### src/rtl/nrzi_dec_pkg.sv
// nrzi_pkg: shared types and constants for the NRZI receive decoder.
//   nrzi_dec_state_t : decoder FSM states (IDLE, SYNC, DATA, ERR)
//   nrzi_err_t       : err_code values (NONE, SYNC, STUFF, OVF)
//   SYNC_LEN         : SYNC field length in bits (7 zeros then a 1)
//   STUFF_RUN        : run of 1s after which a stuffed 0 is expected
//   UNSTUFF_W        : width of the saturating stuffed-bit counter
package nrzi_pkg;
  typedef enum logic [1:0] {
    ST_IDLE = 2'd0,
    ST_SYNC = 2'd1,
    ST_DATA = 2'd2,
    ST_ERR  = 2'd3
  } nrzi_dec_state_t;

  typedef enum logic [1:0] {
    ERR_NONE  = 2'd0,
    ERR_SYNC  = 2'd1,
    ERR_STUFF = 2'd2,
    ERR_OVF   = 2'd3
  } nrzi_err_t;

  localparam int SYNC_LEN  = 8;
  localparam int STUFF_RUN = 6;
  localparam int UNSTUFF_W = 6;
endpackage

### src/rtl/nrzi_dec_if.sv
// nrzi_dec_if: line side inputs and packet-stream outputs of nrzi_dec.
//   line_in, line_valid      : raw line level (J=1, K=0) and J/K-present flag
//   bstr_out, bstr_out_valid : decoded, unstuffed bit and its qualifier
//   pkt_start, pkt_end       : one-cycle framing pulses
//   rx_err, err_code         : abort pulse and its cause (held until next
//                              rx_err or pkt_start)
//   unstuffed                : stuffed bits removed in current/last packet
//   state                    : decoder FSM state, for observation
// Handshake: there is no back-pressure. A bit is transferred on every cycle
// where bstr_out_valid is high; the consumer must accept it that cycle.
// Modports: master = decoder, slave = line driver / packet parser.
interface nrzi_dec_if;
  import nrzi_pkg::*;

  logic            line_in;
  logic            line_valid;
  logic            bstr_out;
  logic            bstr_out_valid;
  logic            pkt_start;
  logic            pkt_end;
  logic            rx_err;
  logic [1:0]      err_code;
  logic [5:0]      unstuffed;
  nrzi_dec_state_t state;

  modport master (
    input  line_in, line_valid,
    output bstr_out, bstr_out_valid, pkt_start, pkt_end, rx_err,
           err_code, unstuffed, state
  );

  modport slave (
    output line_in, line_valid,
    input  bstr_out, bstr_out_valid, pkt_start, pkt_end, rx_err,
           err_code, unstuffed, state
  );
endinterface

### src/rtl/nrzi_unstuff.sv
// nrzi_unstuff: bit-unstuffing decision for the NRZI decoder.
//   clk, rst_b : clock, asynchronous active-high reset
//   clear      : restart counting (SYNC accepted)
//   bit_valid  : bit_in is a DATA-phase sample this cycle
//   bit_in     : decoded NRZI bit
//   discard    : current bit is a stuffed 0 and must be dropped (comb)
//   stuff_err  : seventh consecutive 1 seen (comb)
//   unstuffed  : saturating count of discarded bits since clear
module nrzi_unstuff
  import nrzi_pkg::*;
(
  input  logic                 clk,
  input  logic                 rst_b,
  input  logic                 clear,
  input  logic                 bit_valid,
  input  logic                 bit_in,
  output logic                 discard,
  output logic                 stuff_err,
  output logic [UNSTUFF_W-1:0] unstuffed
);
  logic [2:0] ones;
  logic       run_full;

  assign run_full  = (ones == 3'(STUFF_RUN));
  assign discard   = bit_valid && run_full && !bit_in;
  assign stuff_err = bit_valid && run_full && bit_in;

  always_ff @(posedge clk or posedge rst_b) begin
    if (rst_b) begin
      ones      <= '0;
      unstuffed <= '0;
    end else if (clear) begin
      ones      <= '0;
      unstuffed <= '0;
    end else if (bit_valid) begin
      // A full run always resets: either the stuffed 0 is dropped or the
      // packet aborts, and the counter restarts on the next SYNC anyway.
      if (run_full || !bit_in) ones <= '0;
      else                     ones <= ones + 3'd1;
      if (discard && (unstuffed != {UNSTUFF_W{1'b1}}))
        unstuffed <= unstuffed + 1'b1;
    end
  end
endmodule

### src/rtl/nrzi_dec.sv
// nrzi_dec: USB receive NRZI decoder. Samples the line every clock, locks
// onto SYNC, decodes NRZI, removes stuffed bits and frames the packet.
//   clk   : sole clock, line sampled on every rising edge
//   rst_b : asynchronous, active-high reset
//   bus   : nrzi_dec_if.master (line inputs, packet outputs, FSM state)
// Parameter MAX_BITS: maximum unstuffed post-SYNC bits per packet.
// Build option NRZI_DEC_UNSTUFF_EN: when defined, stuffed bits are removed
// and STUFF errors raised; when undefined every decoded DATA bit is emitted
// and unstuffed reads 0. All outputs are registered (1-cycle latency).
module nrzi_dec
  import nrzi_pkg::*;
#(
  parameter int MAX_BITS = 88
) (
  input  logic       clk,
  input  logic       rst_b,
  nrzi_dec_if.master bus
);
  localparam int BW = $clog2(MAX_BITS + 1);

  nrzi_dec_state_t      state, state_n;
  nrzi_err_t            err_sel;
  logic                 prev, dec;
  logic [2:0]           zcnt;
  logic [BW-1:0]        bcnt;
  logic                 discard, stuff_err;
  logic [UNSTUFF_W-1:0] unstuffed_q;
  logic                 emit, start_d, end_d, err_d;
  nrzi_err_t            code_d;
  logic                 bstr_q, bstr_valid_q, start_q, end_q, err_q;
  nrzi_err_t            code_q;

  // No transition decodes as 1.
  assign dec = (bus.line_in == prev);

`ifdef NRZI_DEC_UNSTUFF_EN
  logic bit_valid;
  assign bit_valid = (state == ST_DATA) && bus.line_valid;

  nrzi_unstuff u_unstuff (
    .clk       (clk),
    .rst_b     (rst_b),
    .clear     (start_d),
    .bit_valid (bit_valid),
    .bit_in    (dec),
    .discard   (discard),
    .stuff_err (stuff_err),
    .unstuffed (unstuffed_q)
  );
`else
  assign discard     = 1'b0;
  assign stuff_err   = 1'b0;
  assign unstuffed_q = '0;
`endif

  // State register
  always_ff @(posedge clk or posedge rst_b) begin
    if (rst_b) state <= ST_IDLE;
    else       state <= state_n;
  end

  // Next-state logic; err_sel names the cause whenever ERR is entered.
  always_comb begin
    state_n = state;
    err_sel = ERR_NONE;
    case (state)
      ST_IDLE: if (bus.line_valid && !dec) state_n = ST_SYNC;
      ST_SYNC: begin
        if (!bus.line_valid) begin
          state_n = ST_IDLE;
        end else if (zcnt == 3'(SYNC_LEN - 1)) begin
          if (dec) state_n = ST_DATA;
          else begin
            state_n = ST_ERR;
            err_sel = ERR_SYNC;
          end
        end else if (dec) begin
          state_n = ST_ERR;
          err_sel = ERR_SYNC;
        end
      end
      ST_DATA: begin
        if (!bus.line_valid) begin
          state_n = ST_IDLE;
        end else if (stuff_err) begin
          state_n = ST_ERR;
          err_sel = ERR_STUFF;
        end else if (!discard && (bcnt == BW'(MAX_BITS))) begin
          state_n = ST_ERR;
          err_sel = ERR_OVF;
        end
      end
      ST_ERR:  if (!bus.line_valid) state_n = ST_IDLE;
      default: state_n = ST_IDLE;
    endcase
  end

  // Output decode: all pulses are derived from the transition taken.
  always_comb begin
    start_d = (state == ST_SYNC) && (state_n == ST_DATA);
    end_d   = (state == ST_DATA) && (state_n == ST_IDLE);
    err_d   = (state != ST_ERR)  && (state_n == ST_ERR);
    emit    = (state == ST_DATA) && (state_n == ST_DATA) &&
              bus.line_valid && !discard;
    code_d  = code_q;
    if (start_d) code_d = ERR_NONE;
    if (err_d)   code_d = err_sel;
  end

  // Line history and SYNC / bit counters
  always_ff @(posedge clk or posedge rst_b) begin
    if (rst_b) begin
      prev <= 1'b1;
      zcnt <= '0;
      bcnt <= '0;
    end else begin
      prev <= bus.line_valid ? bus.line_in : 1'b1;
      if (state == ST_IDLE && state_n == ST_SYNC)      zcnt <= 3'd1;
      else if (state == ST_SYNC && state_n == ST_SYNC) zcnt <= zcnt + 3'd1;
      if (start_d)   bcnt <= '0;
      else if (emit) bcnt <= bcnt + 1'b1;
    end
  end

  // Output registers
  always_ff @(posedge clk or posedge rst_b) begin
    if (rst_b) begin
      bstr_q       <= 1'b0;
      bstr_valid_q <= 1'b0;
      start_q      <= 1'b0;
      end_q        <= 1'b0;
      err_q        <= 1'b0;
      code_q       <= ERR_NONE;
    end else begin
      bstr_q       <= emit && dec;
      bstr_valid_q <= emit;
      start_q      <= start_d;
      end_q        <= end_d;
      err_q        <= err_d;
      code_q       <= code_d;
    end
  end

  assign bus.bstr_out       = bstr_q;
  assign bus.bstr_out_valid = bstr_valid_q;
  assign bus.pkt_start      = start_q;
  assign bus.pkt_end        = end_q;
  assign bus.rx_err         = err_q;
  assign bus.err_code       = code_q;
  assign bus.unstuffed      = unstuffed_q;
  assign bus.state          = state;
endmodule
### src/flat_wrapper.sv
// flat-port wrapper written by rule: the top's interface ports become plain ports
module nrzi_dec_flat import nrzi_pkg::*;
#(
  parameter int MAX_BITS = 88
)
  (clk, rst_b, bus_line_in, bus_line_valid, bus_bstr_out, bus_bstr_out_valid, bus_pkt_start, bus_pkt_end, bus_rx_err, bus_err_code, bus_unstuffed, bus_state);
  nrzi_dec_if bus_i ();
  input  logic clk;
  input  logic rst_b;
  input wire logic [$bits(bus_i.line_in)-1:0] bus_line_in;
  input wire logic [$bits(bus_i.line_valid)-1:0] bus_line_valid;
  output wire logic [$bits(bus_i.bstr_out)-1:0] bus_bstr_out;
  output wire logic [$bits(bus_i.bstr_out_valid)-1:0] bus_bstr_out_valid;
  output wire logic [$bits(bus_i.pkt_start)-1:0] bus_pkt_start;
  output wire logic [$bits(bus_i.pkt_end)-1:0] bus_pkt_end;
  output wire logic [$bits(bus_i.rx_err)-1:0] bus_rx_err;
  output wire logic [$bits(bus_i.err_code)-1:0] bus_err_code;
  output wire logic [$bits(bus_i.unstuffed)-1:0] bus_unstuffed;
  output wire logic [$bits(bus_i.state)-1:0] bus_state;
  assign bus_i.line_in = bus_line_in;
  assign bus_i.line_valid = bus_line_valid;
  assign bus_bstr_out = bus_i.bstr_out;
  assign bus_bstr_out_valid = bus_i.bstr_out_valid;
  assign bus_pkt_start = bus_i.pkt_start;
  assign bus_pkt_end = bus_i.pkt_end;
  assign bus_rx_err = bus_i.rx_err;
  assign bus_err_code = bus_i.err_code;
  assign bus_unstuffed = bus_i.unstuffed;
  assign bus_state = bus_i.state;
  nrzi_dec #(.MAX_BITS(MAX_BITS)) u_core (.clk(clk), .rst_b(rst_b), .bus(bus_i));
endmodule
### config.mk
export PLATFORM = sky130hd
export DESIGN_NAME = nrzi_dec_flat
export DESIGN_NICKNAME = d
export VERILOG_FILES = /design/src/rtl/nrzi_dec_pkg.sv /design/src/rtl/nrzi_dec_if.sv /design/src/rtl/nrzi_unstuff.sv /design/src/rtl/nrzi_dec.sv /design/src/flat_wrapper.sv
export SDC_FILE = /design/constraint.sdc
export NUM_CORES = 1
export LEC_CHECK = 0
export ABC_AREA = 1
export BUFFER_PORTS_ARGS = -buffer_cell sky130_fd_sc_hd__buf_2
export CORE_UTILIZATION = 30
export CTS_CLUSTER_DIAMETER = 120
export DETAILED_ROUTE_END_ITERATION = 12
export GPL_TIMING_DRIVEN = 0
export PLACE_DENSITY = 0.53
export SLEW_MARGIN = 15
export SYNTH_ARGS = -nofsm -noshare
export SYNTH_HDL_FRONTEND = slang
export SYNTH_SLANG_ARGS = --single-unit
### constraint.sdc
create_clock -name clk -period 2.1 [get_ports clk]
set_input_delay 0.42 -clock clk [delete_from_list [all_inputs] [get_ports clk]]
set_output_delay 0.42 -clock clk [all_outputs]
set_load 0.01 [all_outputs]
# == Yosys cells after proc, flatten, opt, wreduce, memory -nomap -nowiden ==
# Index checks and enable logic that the tools add are counted.
# totals
input_bits,4
out_inout_bits,15
wordCells,60
register_bits,20
# classes
n_reduce_logical,15
n_mux,23
n_eq_ne,10
add_sub_neg,2
# ops
operator,count
$mux 2,13
$mux 7,2
$logic_and 1x1->1,9
$eq 2x2->1 const B,4
$pmux 2 s4,1
$add 7x1->7 const B,1
$eq 7x7->1 const B,1
$mux 3,2
$reduce_bool 2->1,3
$eq 2x1->1 const B,2
$logic_not 2->1,2
$mux 1,4
$pmux 2 s2,1
$add 3x1->3 const B,1
$eq 3x3->1 const B,1
$ne 2x2->1 const B,1
$eq 1x1->1,1
$logic_not 1->1,1

# == Logic depth before layout (Yosys ltp) ==
# logic_depth
depth_word,10
ltp_mapped,14
mapped_depth_nobuf,14

# == Least setup slack after synthesis ==
# No wires, ideal clock.
# synth_path
kind,register to register
start,register u_core.state[0] (netlist: u_core.bus.state[0])
end,register u_core.bcnt[0]
setup_time_ps,117
synth_period_minus_slack_ps,1926
setup_slack_ps,174
t_arrival_ps,1809
n_path_buf,1
required_time_ps,1983
stages_incl_launch_ff,13
cell_sequence,dfrtp_1 -> inv_1 -> ha_1 -> nand2_1 -> nor2_1 -> nand3_1 -> nand2_1 -> inv_2 -> a21oi_4 -> nand3_4 -> buf_6 -> nand3_1 -> nand2_1
# synth_via
word_cells_on_any_way,18
classes_between,4 x eq/ne; 9 x mux; 5 x reduce/logical
# synth_lines
element,line_no,rtl
start: declaration,nrzi_dec.sv:21,"nrzi_dec_state_t state, state_n;"
start signal: assignment,nrzi_dec.sv:59,else state <= state_n;
$eq 2x2->1 (tied with other cells),nrzi_dec.sv:66,case (state)
$pmux 2 s4 (*),nrzi_dec.sv:66,
net u_core.state_n[1],nrzi_dec.sv:21,
$eq 2x2->1 (*),"nrzi_dec.sv:100, nrzi_dec.sv:103",
$logic_and 1x1->1 (2 in a row),nrzi_dec.sv:103,emit = (state == ST_DATA) && (state_n == ST_DATA) &&
$reduce_bool 2->1 (no line),n/a,
end signal: assignment,nrzi_dec.sv:121,else if (emit) bcnt <= bcnt + 1'b1;
end: declaration,nrzi_dec.sv:25,logic [BW-1:0] bcnt;
# The timed path passes the listed nets; every way through them passes the cells marked *.
# A chain may end at the register's enable or synchronous reset.

# == Final worst setup path ==
# layout_path
start,register u_core.state[0] (netlist: u_core.bus.state[0])
end,register u_core.bcnt[1]
# Same word-level chain as after synthesis.

==> flow_results.xml <==
<?xml version="1.0" encoding="UTF-8"?>
<metrics>
  <group name="power">
    <metric name="ir_worst_vdd" unit="mV">0.443</metric>
    <metric name="power_density" unit="nW/um2">1180</metric>
    <metric name="p_leak" unit="nW">0.888</metric>
  </group>
  <group name="sta">
    <metric name="report.final.setup_viol" unit="">0</metric>
    <metric name="finalCritPeriodShare" unit="%">93.5</metric>
    <metric name="tightestPinTransition" unit="ps">800</metric>
    <metric name="min_period" unit="ps">1960</metric>
    <metric name="maxSlewViolCount" unit="">0</metric>
    <metric name="setup_total_negative_slack" unit="ps">0</metric>
    <metric name="setup_repair_after_global_routing_missed_its_margin" unit="">false</metric>
    <metric name="timing.fmax" unit="MHz">509</metric>
    <metric name="hold_viol_final" unit="">0</metric>
    <metric name="slew_headroom" unit="%">46.6</metric>
    <metric name="clock-skew-final" unit="ps">0.645</metric>
  </group>
  <group name="floorplan">
    <metric name="dieWidth" unit="um">67.6</metric>
    <metric name="die_y" unit="um">67.6</metric>
    <metric name="start_util" unit="%">31.8</metric>
    <metric name="io_pins" unit="">19</metric>
    <metric name="floorplan.core_area" unit="um2">4060</metric>
    <metric name="floorplan.die_area" unit="um2">4570</metric>
    <metric name="fp-row-count" unit="">23</metric>
  </group>
  <group name="cts">
    <metric name="cell_chosen_for_the_clock_root" unit="">clkbuf_8</metric>
    <metric name="cts-buffers-inserted" unit="">3</metric>
    <metric name="clock_tree.buffer_depth" unit="">2</metric>
    <metric name="latest_clock_arrival_within_the_worst_skew_pair" unit="ps">260</metric>
    <metric name="h-tree-depth" unit="">1</metric>
    <metric name="cts.sink_count" unit="">20</metric>
    <metric name="cts.reportedPaths.clkPinSlew" unit="ps">80</metric>
    <metric name="tritoncts" unit="">built</metric>
  </group>
  <group name="flow_run">
    <metric name="timing.max_cap.violations" unit="">0</metric>
  </group>
  <group name="logic_synthesis">
    <metric name="syn_inst" unit="">169</metric>
    <metric name="synth.distinct_cells" unit="">25</metric>
    <metric name="synthesis.yosys.warnings" unit="">0</metric>
    <metric name="ys.flop_type" unit="">dfrtp_1</metric>
    <metric name="synth_top_area_share" unit="%">36.9</metric>
    <metric name="yosys-top-cells-count" unit="">nand2_1 (53), inv_1 (28), dfrtp_1 (19), nand3_1 (18)</metric>
    <metric name="synthTopCellsByArea" unit="">dfrtp_1 (37%), nand2_1 (15%), inv_1 (8.1%), ha_1 (7.8%), nand3_1 (7.0%)</metric>
    <metric name="ys_seq_area_share" unit="%">38.9</metric>
    <metric name="ys_ff_latch" unit="">20</metric>
    <metric name="syn-cell-area" unit="um2">1290</metric>
    <metric name="yosysTopAreaCell" unit="">dfrtp_1</metric>
    <metric name="syn-mean-instance-area" unit="um2">7.63</metric>
    <metric name="yosys.cell_count.top_type" unit="">nand2_1</metric>
    <metric name="synth-async-reset-ratio" unit="%">100</metric>
    <metric name="synth_enable_flop_cells" unit="">0</metric>
  </group>
  <group name="critical_path">
    <metric name="timing.critical_path.arrival" unit="ps">2120</metric>
    <metric name="timing.critical_path.required" unit="ps">2260</metric>
    <metric name="max_stage_delay" unit="ps">450</metric>
    <metric name="cpMaxStageDelayCell" unit="">dfrtp_2</metric>
    <metric name="nature_of_the_critical_path_startpoint" unit="">flop</metric>
    <metric name="cp-startpoint" unit="">u_core.bus.state[0]</metric>
    <metric name="critical-path-top-cell-by-count" unit="">nand2_1</metric>
    <metric name="timing.critical_path.to_type" unit="">flop</metric>
    <metric name="worstReg2RegStart" unit="">u_core.bus.state[0]</metric>
    <metric name="path_max_fanout" unit="">10</metric>
    <metric name="crit_chain" unit="">inv_2 &gt; ha_4 &gt; nand2_1 &gt; nor2_1 &gt; nand3_1 &gt; nand2_1 &gt; inv_2 &gt; a21oi_4 &gt; nand3_4 &gt; buf_6 &gt; nand3_1 &gt; nand2_1</metric>
    <metric name="worst_r2r_path_depth" unit="">12</metric>
    <metric name="timing.setup.critical_path_class" unit="">reg2reg</metric>
  </group>
  <group name="min_path">
    <metric name="timing.hold.worst.class" unit="">in2async</metric>
  </group>
  <group name="route">
    <metric name="drt-pass1-iter-count" unit="">4</metric>
    <metric name="routed-via-count" unit="">1025</metric>
    <metric name="finalWirelength" unit="um">2560</metric>
    <metric name="ant_nets" unit="">0</metric>
    <metric name="drt_first_iter_violations" unit="">65</metric>
    <metric name="drcViolationCount" unit="">0</metric>
    <metric name="drt-wirelength-per-cell" unit="um">10.6</metric>
    <metric name="viasPerCell" unit="">4.24</metric>
  </group>
  <group name="global_routing">
    <metric name="grt_util_all_layers" unit="%">13.1</metric>
    <metric name="antenna_found_initial" unit="">0</metric>
    <metric name="grt_max_degree" unit="">21</metric>
    <metric name="globalRoute.totalOverflow" unit="">0</metric>
    <metric name="grt_pass1_wl" unit="um">4390</metric>
    <metric name="first_global_vias" unit="">931</metric>
  </group>
  <group name="cells_and_area">
    <metric name="antennaDiodeCount" unit="">0</metric>
    <metric name="post_route_cells_drive_above_1_share" unit="%">20.3</metric>
    <metric name="design.final.nets" unit="">205</metric>
    <metric name="layout-area-overhead-vs-synth" unit="%">18.4</metric>
    <metric name="stdcell_area" unit="um2">1530</metric>
  </group>
  <group name="placement">
    <metric name="dpl_cell_area" unit="um2">1430</metric>
    <metric name="portBuffers" unit="">11</metric>
    <metric name="finalWeightedCongestion" unit="">0.735</metric>
    <metric name="place.detailed.hpwl" unit="um">1830</metric>
  </group>
  <group name="run_status">
    <metric name="run_status" unit="">completed</metric>
  </group>
</metrics>
cell families after synthesis:
group	after synthesis	synth area share (%)
simple gates	89	31.9
buf+inv	37	13.4
flops	20	38.9
compound gates	9	4.36
fa+ha+maj	8	7.76
xor+xnor	5	3.40
other cells	1	0.291
cells in the final DEF (no fill, tap or decap), types with 2 or more instances in the layout:
cell,count
dfrtp_1,18
buf_4,10
inv_2,2
xor2_1,3
nand2_4,2
nand2_1,53
nand4_1,3
clkbuf_8,4
ha_1,5
ha_2,2
nand3_1,18
o21ai_1,3
conb_1,6
a21oi_1,2
o21ai_0,3
inv_1,27
buf_2,11
xnor2_1,2
nor2_1,8
critical path, delay by kind of cell (launching register included):
kind | cells | cell delay [ps]
and+or+nand+nor | 7 | 640
adders and majority gates | 1 | 190
buffers and inverters | 3 | 350
AOI/OAI and AO/OA | 1 | 240
DFF | 1 | 450
flip-flops by register name, indices dropped and copies added, names as in the netlist:
name                       cells
u_core.bcnt                    7
u_core.zcnt                    3
u_core.bus.err_code            2
u_core.bus.state               2
u_core.bus.bstr_out            1
u_core.bus.bstr_out_valid      1
u_core.bus.pkt_end             1
u_core.bus.pkt_start           1
u_core.bus.rx_err              1
u_core.prev                    1
cell type report:
cell class	instances	area, um2
plain buffers	8	63.8
clock buffers	4	55.1
fillers	440	2530
inverters	29	109
multi-input cells	117	657
flip-flops and latches	20	503
well taps	50	62.6
repair buffers	14	77.6
per-layer routing:
metal  part of all wire (%)  track usage (%)
met5                      0                0
met4                    1.7             4.79
met3                    3.6             3.04
met2                     42             19.3
met1                     53             18.3
power breakdown:
group | total, mW | switching (mW) | internal (mW)
clock | 0.303 | 0.136 | 0.167
sequential | 0.579 | 0.0927 | 0.487
combinational | 0.914 | 0.560 | 0.354
timing repair:
action,4_1_cts,5_1_grt
endpoints found under the setup margin,10,13
resized for setup,1,6
hold buffers,0,0
pin swaps,1,1
buffers inserted,2,1
stage by stage:
step	utilization (%)	std cells	setup slack [ps]	hold WS (ps)	power, mW
6_report	37.7	242	137	292	1.80
5_1_grt	37.7	242	0.00422	386	1.97
4_1_cts	36.9	241	26.5	320	1.78
3_5_place_dp	35.2	235	-45.3	492	1.41
3_3_place_gp	35.2	235	-67.9	482	1.40
2_1_floorplan	-	174	174	383	1.22
path summary, 6_finish.rpt:
path                       slack (ps)                  end
min reg2reg                       510       u_core.zcnt[1]
max reg2reg                       140       u_core.bcnt[1]
max                               140       u_core.bcnt[1]
max in group asynchronous        1250  u_core.bus.state[0]
min in group clk                  380          u_core.prev
min                               290    u_core.bus.rx_err
Note: power is estimated with default switching activity, not from simulation.
